**src/rtl/piso_bit_source_if.sv**
```systemverilog
// rtl/piso_bit_source_if.sv - load/ready word input and serial bit output bundle for piso_bit_source
interface piso_bit_source_if #(
  parameter int WIDTH = 8
);
  logic [WIDTH-1:0] din;
  logic             load;
  logic             ready;
  logic             x;
  logic             bit_valid;
  logic             last;

  modport master (
    output din,
    output load,
    input  ready,
    input  x,
    input  bit_valid,
    input  last
  );

  modport slave (
    input  din,
    input  load,
    output ready,
    output x,
    output bit_valid,
    output last
  );
endinterface

```
**src/rtl/piso_bit_source.sv**
```systemverilog
// rtl/piso_bit_source.sv - parallel-in/serial-out bit source for the 1010 detector x input
// Optional even-parity trailer bit enabled by defining PISO_PARITY_EN.
module piso_bit_source #(
  parameter int WIDTH      = 8,
  parameter bit MSB_FIRST  = 1'b1,
  parameter bit IDLE_LEVEL = 1'b0
) (
  input  logic               clk,
  input  logic               reset,
  piso_bit_source_if.slave   bus
);

`ifdef PISO_PARITY_EN
  localparam int FLEN = WIDTH + 1;
`else
  localparam int FLEN = WIDTH;
`endif
  localparam int CW = $clog2(FLEN + 1);
  localparam logic [CW-1:0] LAST_CNT = CW'(FLEN);
`ifdef PISO_PARITY_EN
  localparam logic [CW-1:0] DATA_CNT = CW'(WIDTH);
`endif

  localparam logic [0:0] ST_IDLE  = 1'b0;
  localparam logic [0:0] ST_SHIFT = 1'b1;

  logic [0:0]       state_q, state_d;
  logic [WIDTH-1:0] shreg_q, shreg_d;
  logic [CW-1:0]    cnt_q, cnt_d;
  logic             x_q, x_d;
  logic             valid_q, valid_d;
  logic             last_q, last_d;
`ifdef PISO_PARITY_EN
  logic             parity_q, parity_d;
`endif
  logic             ready;
  logic             accept;

  // The final-bit cycle also accepts a word, which is what makes frames gapless.
  assign ready  = (state_q == ST_IDLE) || ((state_q == ST_SHIFT) && last_q);
  assign accept = bus.load && ready;

  always_comb begin
    state_d  = state_q;
    shreg_d  = shreg_q;
    cnt_d    = cnt_q;
    x_d      = x_q;
    valid_d  = valid_q;
    last_d   = last_q;
`ifdef PISO_PARITY_EN
    parity_d = parity_q;
`endif
    if (accept) begin
      state_d = ST_SHIFT;
      cnt_d   = CW'(1);
      valid_d = 1'b1;
      last_d  = 1'b0;
`ifdef PISO_PARITY_EN
      parity_d = ^bus.din;
`endif
      // The first bit leaves immediately; the register keeps only the remainder.
      if (MSB_FIRST) begin
        x_d     = bus.din[WIDTH-1];
        shreg_d = bus.din << 1;
      end else begin
        x_d     = bus.din[0];
        shreg_d = bus.din >> 1;
      end
    end else if (state_q == ST_SHIFT) begin
      if (last_q) begin
        state_d = ST_IDLE;
        shreg_d = '0;
        cnt_d   = '0;
        x_d     = IDLE_LEVEL;
        valid_d = 1'b0;
        last_d  = 1'b0;
      end else begin
        cnt_d  = cnt_q + CW'(1);
        last_d = ((cnt_q + CW'(1)) == LAST_CNT);
`ifdef PISO_PARITY_EN
        if (cnt_q == DATA_CNT) begin
          x_d = parity_q;
        end else
`endif
        if (MSB_FIRST) begin
          x_d     = shreg_q[WIDTH-1];
          shreg_d = shreg_q << 1;
        end else begin
          x_d     = shreg_q[0];
          shreg_d = shreg_q >> 1;
        end
      end
    end
  end

  always_ff @(posedge clk) begin
    if (reset) begin
      state_q  <= ST_IDLE;
      shreg_q  <= '0;
      cnt_q    <= '0;
      x_q      <= IDLE_LEVEL;
      valid_q  <= 1'b0;
      last_q   <= 1'b0;
`ifdef PISO_PARITY_EN
      parity_q <= 1'b0;
`endif
    end else begin
      state_q  <= state_d;
      shreg_q  <= shreg_d;
      cnt_q    <= cnt_d;
      x_q      <= x_d;
      valid_q  <= valid_d;
      last_q   <= last_d;
`ifdef PISO_PARITY_EN
      parity_q <= parity_d;
`endif
    end
  end

  assign bus.ready     = ready;
  assign bus.x         = x_q;
  assign bus.bit_valid = valid_q;
  assign bus.last      = last_q;

endmodule

```
**src/flat_wrapper.sv**
```systemverilog
// flat-port wrapper written by rule: the top's interface ports become plain ports
module piso_bit_source_flat 
#(
  parameter int WIDTH      = 8,
  parameter bit MSB_FIRST  = 1'b1,
  parameter bit IDLE_LEVEL = 1'b0
)
  (clk, reset, bus_din, bus_load, bus_ready, bus_x, bus_bit_valid, bus_last);
  piso_bit_source_if #(.WIDTH(WIDTH)) bus_i ();
  input  logic clk;
  input  logic reset;
  input wire logic [$bits(bus_i.din)-1:0] bus_din;
  input wire logic [$bits(bus_i.load)-1:0] bus_load;
  output wire logic [$bits(bus_i.ready)-1:0] bus_ready;
  output wire logic [$bits(bus_i.x)-1:0] bus_x;
  output wire logic [$bits(bus_i.bit_valid)-1:0] bus_bit_valid;
  output wire logic [$bits(bus_i.last)-1:0] bus_last;
  assign bus_i.din = bus_din;
  assign bus_i.load = bus_load;
  assign bus_ready = bus_i.ready;
  assign bus_x = bus_i.x;
  assign bus_bit_valid = bus_i.bit_valid;
  assign bus_last = bus_i.last;
  piso_bit_source #(.WIDTH(WIDTH), .MSB_FIRST(MSB_FIRST), .IDLE_LEVEL(IDLE_LEVEL)) u_core (.clk(clk), .reset(reset), .bus(bus_i));
endmodule
```
**config.mk**
```make
export PLATFORM = sky130hd
export DESIGN_NAME = piso_bit_source_flat
export DESIGN_NICKNAME = d
export VERILOG_FILES = /design/src/rtl/piso_bit_source_if.sv /design/src/rtl/piso_bit_source.sv /design/src/flat_wrapper.sv
export SDC_FILE = /design/constraint.sdc
export NUM_CORES = 1
export LEC_CHECK = 0
export ABC_AREA = 1
export BUFFER_PORTS_ARGS = -buffer_cell sky130_fd_sc_hd__buf_2
export CORE_MARGIN = 1.5
export CORE_UTILIZATION = 30
export DETAILED_ROUTE_END_ITERATION = 8
export GPL_ROUTABILITY_DRIVEN = 0
export PLACE_DENSITY = 0.54
export SKIP_LAST_GASP = 1
export SLEW_MARGIN = 20
export SYNTH_ARGS = -nofsm -noshare
export SYNTH_HDL_FRONTEND = slang
export SYNTH_SLANG_ARGS = --single-unit
```
**constraint.sdc**
```tcl
create_clock -name clk -period 1.06 [get_ports clk]
set_input_delay 0.053 -clock clk [delete_from_list [all_inputs] [get_ports clk]]
set_output_delay 0.053 -clock clk [all_outputs]
set_load 0.01 [all_outputs]
```
# --- Yosys cells after proc, flatten, opt, wreduce, memory -nomap -nowiden ---
# Cells that the tools add are included.
word_totals:
  register_bits: 16
  inputBits: 11
  word_cells: 34
classes:
  add_sub_neg: 1
  n_eq_ne: 1
  muxes: 16
  bitwise_logic: 1
  reduce_logical: 7
ops:
  columns: ["cell", "count"]
  rows:
  - ["$mux 8", 3]
  - ["$mux 1", 12]
  - ["$add 4x1->4 const B", 1]
  - ["$eq 4x4->1 const B", 1]
  - ["$mux 4", 1]
  - ["$reduce_bool 2->1", 2]
  - ["$logic_and 1x1->1", 2]
  - ["$reduce_and 2->1", 1]
  - ["$reduce_or 2->1", 1]
  - ["$logic_or 1x1->1", 1]
  - ["$not 1->1", 1]

# --- Logic depth before layout (Yosys ltp) ---
# Gate-level depths: netlist of run 1.
depth:
  depth_word: 5
  depth_mapped: 8
  mapped_depth_nobuf: 7

# --- Worst setup path before layout of run 1 ---
# No wires, ideal clock.
synth_timing:
  path_type: "reg2reg"
  start: "register u_core.last_q (netlist: u_core.bus.last)"
  end: "register u_core.shreg_q[6]"
  setup_ns: 0.117
  t_arrival_ns: 0.981
  slack_ns: -0.038
  path_stages_with_launch: 9
  path_buffers: 1
  cell_sequence: "dfxtp_1 inv_4 nand2_4 nand2_4 buf_8 nand3_1 nand2_1 nor2_1 nor2_1"
synth_via:
  elab_chain_len: 4
synth_rtl:
  columns: ["element", "line_no", "text"]
  rows:
  - ["from (decl)", "piso_bit_source.sv:32", "logic last_q, last_d;"]
  - ["from (signal assigned)", "piso_bit_source.sv:113", "last_q <= last_d;"]
  - ["$logic_and 1x1->1", "piso_bit_source.sv:40", "assign ready = (state_q == ST_IDLE) || ((state_q == ST_SHIFT) && last_q);"]
  - ["$logic_or 1x1->1", "piso_bit_source.sv:40", null]
  - ["$logic_and 1x1->1", "piso_bit_source.sv:41", "assign accept = bus.load && ready;"]
  - ["$mux 8 / $reduce_bool 2->1 (equally long branches)", null, null]
  - ["to (signal assigned)", "piso_bit_source.sv:109", "shreg_q <= shreg_d;"]
  - ["to (decl)", "piso_bit_source.sv:28", "logic [WIDTH-1:0] shreg_q, shreg_d;"]
# Parallel ways exist; a longest one is shown, timed or not. The select of a mux whose other input is x is not followed.
# A chain may end at the register's enable or synchronous reset.

# --- Final worst setup path of run 1 ---
layout_timing:
  start: "register u_core.last_q (netlist: u_core.bus.last)"
  end: "output port bus_ready"
layout_via:
  elab_chain_len: 2
layout_rtl:
  columns: ["element", "line_no", "text"]
  rows:
  - ["$logic_and 1x1->1", "piso_bit_source.sv:40", null]
  - ["$logic_or 1x1->1", "piso_bit_source.sv:40", null]
  - ["to (decl)", "flat_wrapper.sv:14", "output wire logic [$bits(bus_i.ready)-1:0] bus_ready;"]
# Every way passes these cells.

==> results of run 1 <==
==> worst max path at each step <==
| stage | start | end | slack [ns] | cells after the start |
|---|---|---|---|---|
| 3_3_place_gp | u_core.cnt_q[0]$_SDFFE_PP0P_ | u_core.bus.last$_SDFFE_PP0P_ | 0.04 | 7 |
| 6_report | u_core.bus.last$_SDFFE_PP0P_ | bus_ready | -0.02 | 4 |
| 5_1_grt | u_core.cnt_q[0]$_SDFFE_PP0P_ | u_core.bus.last$_SDFFE_PP0P_ | -0.11 | 6 |
| 4_1_cts | u_core.bus.last$_SDFFE_PP0P_ | bus_ready | -0.04 | 4 |
| 3_5_place_dp | u_core.cnt_q[0]$_SDFFE_PP0P_ | u_core.bus.last$_SDFFE_PP0P_ | -0.03 | 7 |
| 2_1_floorplan | u_core.bus.last$_SDFFE_PP0P_ | u_core.shreg_q[3]$_SDFFE_PP0P_ | 0.03 | 8 |
==> kinds of logic after synthesis <==
kind of cell             count (synthesis)  synth area share
AO/OA/AOI/OAI                           18             0.122
adder cells (fa/ha/maj)                  2            0.0338
AND/OR/NAND/NOR                         56             0.353
flip-flops                              15             0.405
buffers and inverters                   12            0.0861
==> layout make-up <==
class | count | area share
repair buffers | 30 | 0.217
multi-input cells | 76 | 0.400
well taps | 28 | 0.0329
clock buffers | 4 | 0.0246
inverters | 9 | 0.0364
flip-flops and latches | 15 | 0.289
==> registers in the layout, indices dropped and copies added (netlist names) <==
signal / cells
u_core.bus.bit_valid: 1
u_core.cnt_q: 4
u_core.state_q: 1
u_core.bus.x: 1
u_core.shreg_q: 7
u_core.bus.last: 1
==> synth_stat cells <==
master / count
nand2_1: 20
nand3_1: 16
dfxtp_1: 15
nor2_1: 15
a21oi_1: 9
o21ai_0: 9
inv_1: 7
nand2_4: 3
ha_1: 2
buf_2: 1
buf_4: 1
buf_8: 1
inv_2: 1
inv_4: 1
nand3_2: 1
nand4_1: 1
==> metrics by stage <==
stage / cell area (um2) / hold slack, ns / setup slack [ns]
detailed placement: 910 / 0.280 / -0.0268
finish: 1070 / 0.0353 / -0.0153
global route: 1070 / 0.0461 / -0.108
floorplan: 742 / 0.122 / 0.0349
global placement: 910 / 0.278 / 0.0375
CTS: 952 / 0.0337 / -0.0374
==> critical path, stage by stage (launching register included) <==
cell     delay (ns)
dfxtp_2        0.35
inv_4          0.07
nand2_8        0.07
buf_8          0.13
buf_6          0.11
==> power breakdown <==
part           total (mW)  switching [mW]  internal (mW)
registers           0.638          0.0295          0.608
logic               0.307           0.155          0.152
clock network       0.339           0.193          0.146
==> repair_timing <==
| item | CTS | global route |
|---|---|---|
| pin swaps | 0 | 10 |
| endpoints found under the hold margin | 4 | 0 |
| buffers inserted | 0 | 2 |
| cloned | 0 | 1 |
| endpoints found under the setup margin | 2 | 13 |
| hold buffers | 1 | 0 |
| resized for setup | 3 | 20 |
==> per-layer routing <==
metal,wire (um),share of wire,vias to the layer above
met5,0,0,-
met4,26,0.015,0
met3,55,0.031,2
met2,866,0.49,13
met1,805,0.46,341
li1,-,-,403
==> impl_metrics.json, run 1 <==
{
  "outcome": "complete, but fails checks",
  "failed_checks": "negative setup slack",
  "clock_latency_ns": 0.28,
  "netlist_area_um2": 741,
  "synth_top_area_frac": 0.405,
  "leakage_nw": 0.475,
  "critPathLaunchType": "register",
  "hold_class": "input port to register",
  "syn_inst": 103,
  "firstDrtPassIters": 4,
  "fmax_mhz": 930,
  "yosysWarnings": 0,
  "grtUsageMet1": 0.167,
  "arrival_ns": 1.02,
  "fin_nets": 148,
  "worst-setup-path-type": "register to primary output",
  "htreeDepth": 1,
  "core_um2": 2280,
  "numPlacedInstances": 154,
  "cts-root-buf": "clkbuf_4",
  "synthTopCellsByArea": "dfxtp_1, nand3_1, nand2_1",
  "layout_commonest_cell": "nand2_1",
  "multiInputGateArea_um2": 427,
  "whs_path_depth": 3,
  "synth.distinct_cells": 16,
  "synth_seq_area_share": 0.405,
  "layout-drive-gt1-share": 0.381,
  "portBuffers": 14,
  "hold_violations": 0,
  "ant_nets": 0,
  "cts_buffers": 3,
  "mostFrequentLayoutCells": "nand2_1, nand3_1, nor2_1",
  "hp-start": "bus_din[0]",
  "relSlewSlack": 0.860,
  "chipHeight_um": 52.7,
  "drc": 0,
  "wl_per_cell_um": 10.8,
  "vdd_drop_max_mv": 0.590,
  "fillerInstances": 227,
  "grt_pass1_wl_um": 2890,
  "antenna_found_initial": 0,
  "antenna_cells": 0,
  "worstReg2RegEnd": "u_core.bus.last$_SDFFE_PP0P_",
  "final_util": 0.468,
  "met3_usage": 0.0371,
  "setup_viol_count_final": 1,
  "start_util": 0.325,
  "reg2reg_depth": 6,
  "grt_use_met2": 0.238,
  "seq_area_um2": 308,
  "grt_max_degree": 11,
  "fin_crit_sh": 1.01,
  "setup_tns_ns": -0.0153,
  "synth_top_area_cell": "dfxtp_1",
  "ys_ff_latch": 15,
  "rows": 17,
  "synth.avg_cell_area_um2": 7.19,
  "r2r_start": "u_core.cnt_q[0]$_SDFFE_PP0P_",
  "initialDrtViolationCount": 11,
  "grt_pass1_vias": 719,
  "period_needed_ns": 1.08,
  "holdPathEnd": "u_core.shreg_q[1]$_SDFFE_PP0P_",
  "io_pins": 15,
  "power.total_mw": 1.28,
  "clock-sinks": 15,
  "fin_ws_ns": -0.0153,
  "hpwl_um": 1210,
  "grt-ovfl-total": 0,
  "grt.total_usage": 0.142,
  "rsz0062_at_grt": "true",
  "required_ns": 1.01,
  "finalClockSkew_ns": 0.00258,
  "critPathCaptureType": "primary output",
  "wl_um": 1750,
  "fp.dieW_um": 52.7,
  "vias": 759,
  "reg2reg_slack_ns": 0.01,
  "avgViaCountPerCell": 4.69,
  "max-clock-path-buffers": 2,
  "clk_pin_slew_worst_paths_ns": 0.10,
  "syn2layout_area_growth_pct": 43.9,
  "tightest_slew_ns": 0.210,
  "layout.cells.non_filler": 162,
  "p_per_area_nw_per_um2": 1200,
  "crit_fanout": 5,
  "drv_slew": 0,
  "die_area_um2": 2780,
  "drv_cap": 0,
  "synth_nets": 116,
  "busiest_layer": "met2",
  "cts_tree": "yes"
}
No activity file was read; power rests on OpenSTA's default activity.
==> run 2: changes to the inputs <==
--- a/config.mk
+++ b/config.mk
@@ -11,7 +11,7 @@
 export CORE_UTILIZATION = 30
 export DETAILED_ROUTE_END_ITERATION = 8
 export GPL_ROUTABILITY_DRIVEN = 0
-export PLACE_DENSITY = 0.54
+export PLACE_DENSITY = 0.59
 export SKIP_LAST_GASP = 1
 export SLEW_MARGIN = 20
 export SYNTH_ARGS = -nofsm -noshare
==> constraint.sdc (replaced) <==
create_clock -name clk -period 1.3 [get_ports clk]
set_input_delay 0.065 -clock clk [delete_from_list [all_inputs] [get_ports clk]]
set_output_delay 0.065 -clock clk [all_outputs]
set_load 0.01 [all_outputs]
==> impl_metrics.json, run 2 (synthesized netlist as in run 1, its figures left out) <==
{
  "outcome": "complete, no violations",
  "clock-sinks": 15,
  "syn2layout_area_growth_pct": 15.9,
  "setup_viol_count_final": 0,
  "vdd_drop_max_mv": 0.621,
  "hp-start": "bus_din[0]",
  "rows": 17,
  "cts_tree": "yes",
  "period_needed_ns": 1.18,
  "largest_reg_flops": 7,
  "fin_ws_ns": 0.117,
  "critPathTopFamily": "simple AND/OR/NAND/NOR gates",
  "fillerInstances": 247,
  "p_per_area_nw_per_um2": 1120,
  "grt-ovfl-total": 0,
  "busiest_layer": "met2",
  "mostFrequentLayoutCells": "nand2_1, nand3_1, nor2_1",
  "grt_pass1_vias": 684,
  "clkPwrFrac": 0.283,
  "top_register": "u_core.shreg_q",
  "fmax_mhz": 845,
  "worst-path-buf-inv": 2,
  "p_switching_uw": 289,
  "wl_um": 1600,
  "io_pins": 15,
  "grt_use_met2": 0.208,
  "r2r_start": "u_core.bus.last$_SDFFE_PP0P_",
  "grt_pass1_wl_um": 2840,
  "critPathCaptureType": "register",
  "hpwl_um": 1190,
  "power.internal_uw": 676,
  "cp_cell_sequence": "inv_4 > nand2_4 > nand2_4 > nand2_4 > inv_2 > nand2_1 > a21oi_1",
  "place_worst_setup_slack_ns": 0.0763,
  "crit_start": "u_core.bus.last$_SDFFE_PP0P_",
  "die_area_um2": 2780,
  "met3_usage": 0.0600,
  "arrival_ns": 1.41,
  "cts_buffers": 3,
  "holdWs_ns": 0.0425,
  "relSlewSlack": 0.834,
  "leakage_nw": 0.386,
  "crit_fanout": 13,
  "antenna_found_initial": 0,
  "critPathMostFrequentCell": "nand2_4",
  "cts-root-buf": "clkbuf_4",
  "required_ns": 1.53,
  "fp.dieW_um": 52.7,
  "chipHeight_um": 52.7,
  "grtUsageMet1": 0.176,
  "top_regs": "u_core.shreg_q (7), u_core.cnt_q (4)",
  "drv_slew": 0,
  "core_um2": 2280,
  "tightest_slew_ns": 0.248,
  "ant_nets": 0,
  "drv_cap": 0,
  "clk_pin_slew_worst_paths_ns": 0.10,
  "layout_commonest_cell": "nand2_1",
  "avgViaCountPerCell": 4.90,
  "wl_per_cell_um": 10.9,
  "max_stage_delay_ns": 0.35,
  "firstDrtPassIters": 5,
  "p_comb_frac": 0.176,
  "fin_crit_sh": 0.910,
  "finalClockSkew_ns": 0.00711,
  "setup_tns_ns": 0,
  "rsz0062_at_grt": "false",
  "start_util": 0.325,
  "layout-drive-gt1-share": 0.218,
  "hold_class": "input port to register",
  "switching_share": 0.299,
  "hold_violations": 0,
  "max-clock-path-buffers": 2,
  "critPathLaunchType": "register",
  "vias": 720,
  "worst-setup-path-type": "register to register",
  "antenna_cells": 0,
  "drc": 0,
  "grt.total_usage": 0.143,
  "initialDrtViolationCount": 21,
  "crit_path_top_delay_cell": "dfxtp_2",
  "fin_nets": 133,
  "p_seq_frac": 0.541,
  "grt_max_degree": 14,
  "htreeDepth": 1,
  "clock_latency_ns": 0.29,
  "power.total_uw": 965,
  "portBuffers": 14
}
## run 2: cell types whose count changed in the layout (fill, tap and decap cells not counted), moves of 3 or more
cell,previous run,this run
nand2_1,17,20
nand2_2,3,0
buf_4,11,0
buf_6,3,0
## run 2: tightest hold or removal path: stages
cell and delay (ns):
buf_2 0.10, nand3_1 0.07, a21oi_1 0.06
## run 2: power by group through the flow
stage / sequential, mW / clock (mW) / combinational [mW]
finish: 0.522 / 0.273 / 0.170
global placement: 0.532 / 0 / 0.166
floorplan: 0.526 / 0 / 0.128
global route: 0.526 / 0.322 / 0.195
detailed placement: 0.530 / 0 / 0.167
CTS: 0.520 / 0.283 / 0.170
## run 2: path summary, 6_finish.rpt
path,depth (start not counted),to,slack [ns]
max,7,u_core.shreg_q[1]$_SDFFE_PP0P_,0.12
min,3,u_core.shreg_q[1]$_SDFFE_PP0P_,0.04
max reg2reg,7,u_core.shreg_q[1]$_SDFFE_PP0P_,0.12
min reg2reg,2,u_core.bus.bit_valid$_SDFFE_PP0P_,0.48
## run 2: repair_timing
item / 4_1_cts / 5_1_grt
gates resized for setup: 0 / 2
endpoints found under the setup margin: 0 / 8
endpoints found under the hold margin: 4 / 0
hold buffers: 1 / 0
buffers inserted: 0 / 0
## run 2: layer usage
layer,up-vias,part of all wire
met4,0,0.026
li1,367,-
met5,-,0
met1,326,0.48
met3,6,0.063
met2,21,0.43
## run 2: per-stage QoR
stage / std cells / area [um2] / util
finish: 147 / 858 / 0.377
global route: 147 / 858 / 0.377
CTS: 147 / 856 / 0.376
detailed placement: 142 / 818 / 0.360
global placement: 142 / 818 / 0.360
floorplan: 103 / 741 / -
## run 2: cell type report
class / instances / area (um2) / share of cell area
multi-input cells: 76 / 377 / 0.439
flip-flops and latches: 15 / 303 / 0.353
repair buffers: 15 / 80.1 / 0.0933
inverters: 9 / 36.3 / 0.0423
well taps: 28 / 35.0 / 0.0408
clock buffers: 3 / 22.5 / 0.0262
clock inverters: 1 / 5.00 / 0.00583
==> run 3: changes to the inputs <==
==> constraint.sdc (replaced) <==
create_clock -name clk -period 1.17 [get_ports clk]
set_input_delay 0.0585 -clock clk [delete_from_list [all_inputs] [get_ports clk]]
set_output_delay 0.0585 -clock clk [all_outputs]
set_load 0.01 [all_outputs]
==> impl_metrics.json, run 3 (synthesized netlist as in run 1, its figures left out) <==
{
  "outcome": "complete, no violations",
  "drc": 0,
  "avgViaCountPerCell": 4.84,
  "grt_pass1_wl_um": 2700,
  "hp-start": "bus_din[0]",
  "start_util": 0.325,
  "rsz0062_at_grt": "true",
  "grt.total_usage": 0.133,
  "portBuffers": 14,
  "worst-setup-path-type": "register to primary output",
  "clock_latency_ns": 0.29,
  "crit_start": "u_core.bus.last$_SDFFE_PP0P_",
  "setup_viol_count_final": 0,
  "die_area_um2": 2780,
  "cp_cell_sequence": "inv_4 > nand2_4 > buf_8 > buf_2",
  "holdPathEnd": "u_core.shreg_q[1]$_SDFFE_PP0P_",
  "period_needed_ns": 1.10,
  "io_pins": 15,
  "wl_um": 1570,
  "critPathTopFamily": "flip-flops",
  "arrival_ns": 1.04,
  "grt-ovfl-total": 0,
  "reg2reg_slack_ns": 0.09,
  "mostFrequentLayoutCells": "nand2_1, nand3_1, nor2_1, buf_2, dfxtp_1",
  "rows": 17,
  "holdWs_ns": 0.0413,
  "setup_tns_ns": 0,
  "relSlewSlack": 0.839,
  "critPathCaptureType": "primary output",
  "fin_nets": 135,
  "wl_per_cell_um": 10.6,
  "hold_class": "input port to register",
  "hold_violations": 0,
  "r2r_start": "u_core.cnt_q[0]$_SDFFE_PP0P_",
  "htreeDepth": 1,
  "worstReg2RegEnd": "u_core.bus.last$_SDFFE_PP0P_",
  "leakage_nw": 0.399,
  "chipHeight_um": 52.7,
  "fillerInstances": 240,
  "fin_crit_sh": 0.941,
  "largest_reg_flops": 7,
  "fmax_mhz": 908,
  "core_um2": 2280,
  "cts_tree": "yes",
  "finalClockSkew_ns": 0.00226,
  "max_stage_delay_ns": 0.37,
  "clock-sinks": 15,
  "worst-path-buf-inv": 3,
  "cts_buffers": 3,
  "syn2layout_area_growth_pct": 20.3,
  "ant_nets": 0,
  "crit_path_top_delay_cell": "dfxtp_2",
  "top_regs": "u_core.shreg_q (7), u_core.cnt_q (4)",
  "required_ns": 1.11,
  "critPathLaunchType": "register",
  "cts-root-buf": "clkbuf_4",
  "grt_max_degree": 13,
  "layout.cells.non_filler": 149,
  "grt_pass1_vias": 646,
  "initialDrtViolationCount": 21,
  "clk_pin_slew_worst_paths_ns": 0.09,
  "vdd_drop_max_mv": 0.580,
  "tightest_slew_ns": 0.242,
  "p_per_area_nw_per_um2": 1210,
  "fp.dieW_um": 52.7,
  "place_worst_setup_slack_ns": 0.0377,
  "layout-drive-gt1-share": 0.256,
  "hpwl_um": 1160,
  "crit_fanout": 10,
  "numPlacedInstances": 144,
  "whs_path_depth": 3,
  "cts_setup_buffers": 0,
  "layout_commonest_cell": "nand2_1",
  "drv_cap": 0,
  "fin_ws_ns": 0.0687,
  "max-clock-path-buffers": 2,
  "reg2reg_depth": 6,
  "vias": 721,
  "top_register": "u_core.shreg_q",
  "drv_slew": 0,
  "firstDrtPassIters": 4,
  "antenna_cells": 0,
  "antenna_found_initial": 0
}
[run 3: cell count changes in the layout (fill, tap and decap cells not counted)]
cell	previous run	this run
dfxtp_1	13	11
buf_4	0	1
buf_8	0	1
dfxtp_2	2	3
dfxtp_4	0	1
inv_2	1	0
inv_4	1	2
nor2_1	15	14
nor2_2	0	1
[run 3: layout make-up]
type,instances,area [um2],area share
clock buffers,3,22.5,0.0253
clock inverters,1,5.00,0.00562
inverters,9,38.8,0.0435
multi-input cells,76,379,0.426
flip-flops and latches,15,308,0.346
well taps,28,35.0,0.0393
repair buffers,17,103,0.115
[run 3: worst register-to-register path, cell delays in order (launching register included)]
cell     delay (ns)
dfxtp_4        0.37
ha_1           0.21
nand2_1        0.07
nand2_1        0.06
nor2_1         0.08
nand3_1        0.09
a21oi_1        0.13
[run 3: worst max path at each step]
stage	endpoint	slack, ns	cells after the start
after floorplan	u_core.shreg_q[6]$_SDFFE_PP0P_	0.07	8
after global placement	u_core.bus.last$_SDFFE_PP0P_	0.06	7
after detailed placement	u_core.bus.last$_SDFFE_PP0P_	0.04	7
after CTS	u_core.bus.last$_SDFFE_PP0P_	0.007	7
after global routing	u_core.bus.last$_SDFFE_PP0P_	-0.01	7
final	bus_ready	0.07	4
[run 3: metrics by stage]
step	power, mW	cell area, um2	util
3_3_place_gp	0.778	833	0.366
6_report	1.08	891	0.391
4_1_cts	1.09	876	0.385
3_5_place_dp	0.778	833	0.366
2_1_floorplan	0.727	741	-
5_1_grt	1.16	891	0.391
[run 3: per-layer routing]
layer | track usage | part of all wire
met2 | 0.206 | 0.47
met1 | 0.165 | 0.46
met3 | 0.0514 | 0.059
met5 | 0 | 0
met4 | 0.0513 | 0.0083
[run 3: repair_timing]
action	in CTS	in global routing
pin swaps	0	1
hold buffers	1	0
hold endpoints to repair	4	0
setup endpoints to repair	1	4
gates resized for setup	2	7
[run 3: power breakdown]
group	switching (mW)	total (mW)	internal [mW]
clock	0.172	0.299	0.127
sequential	0.0260	0.577	0.551
combinational	0.119	0.202	0.0831
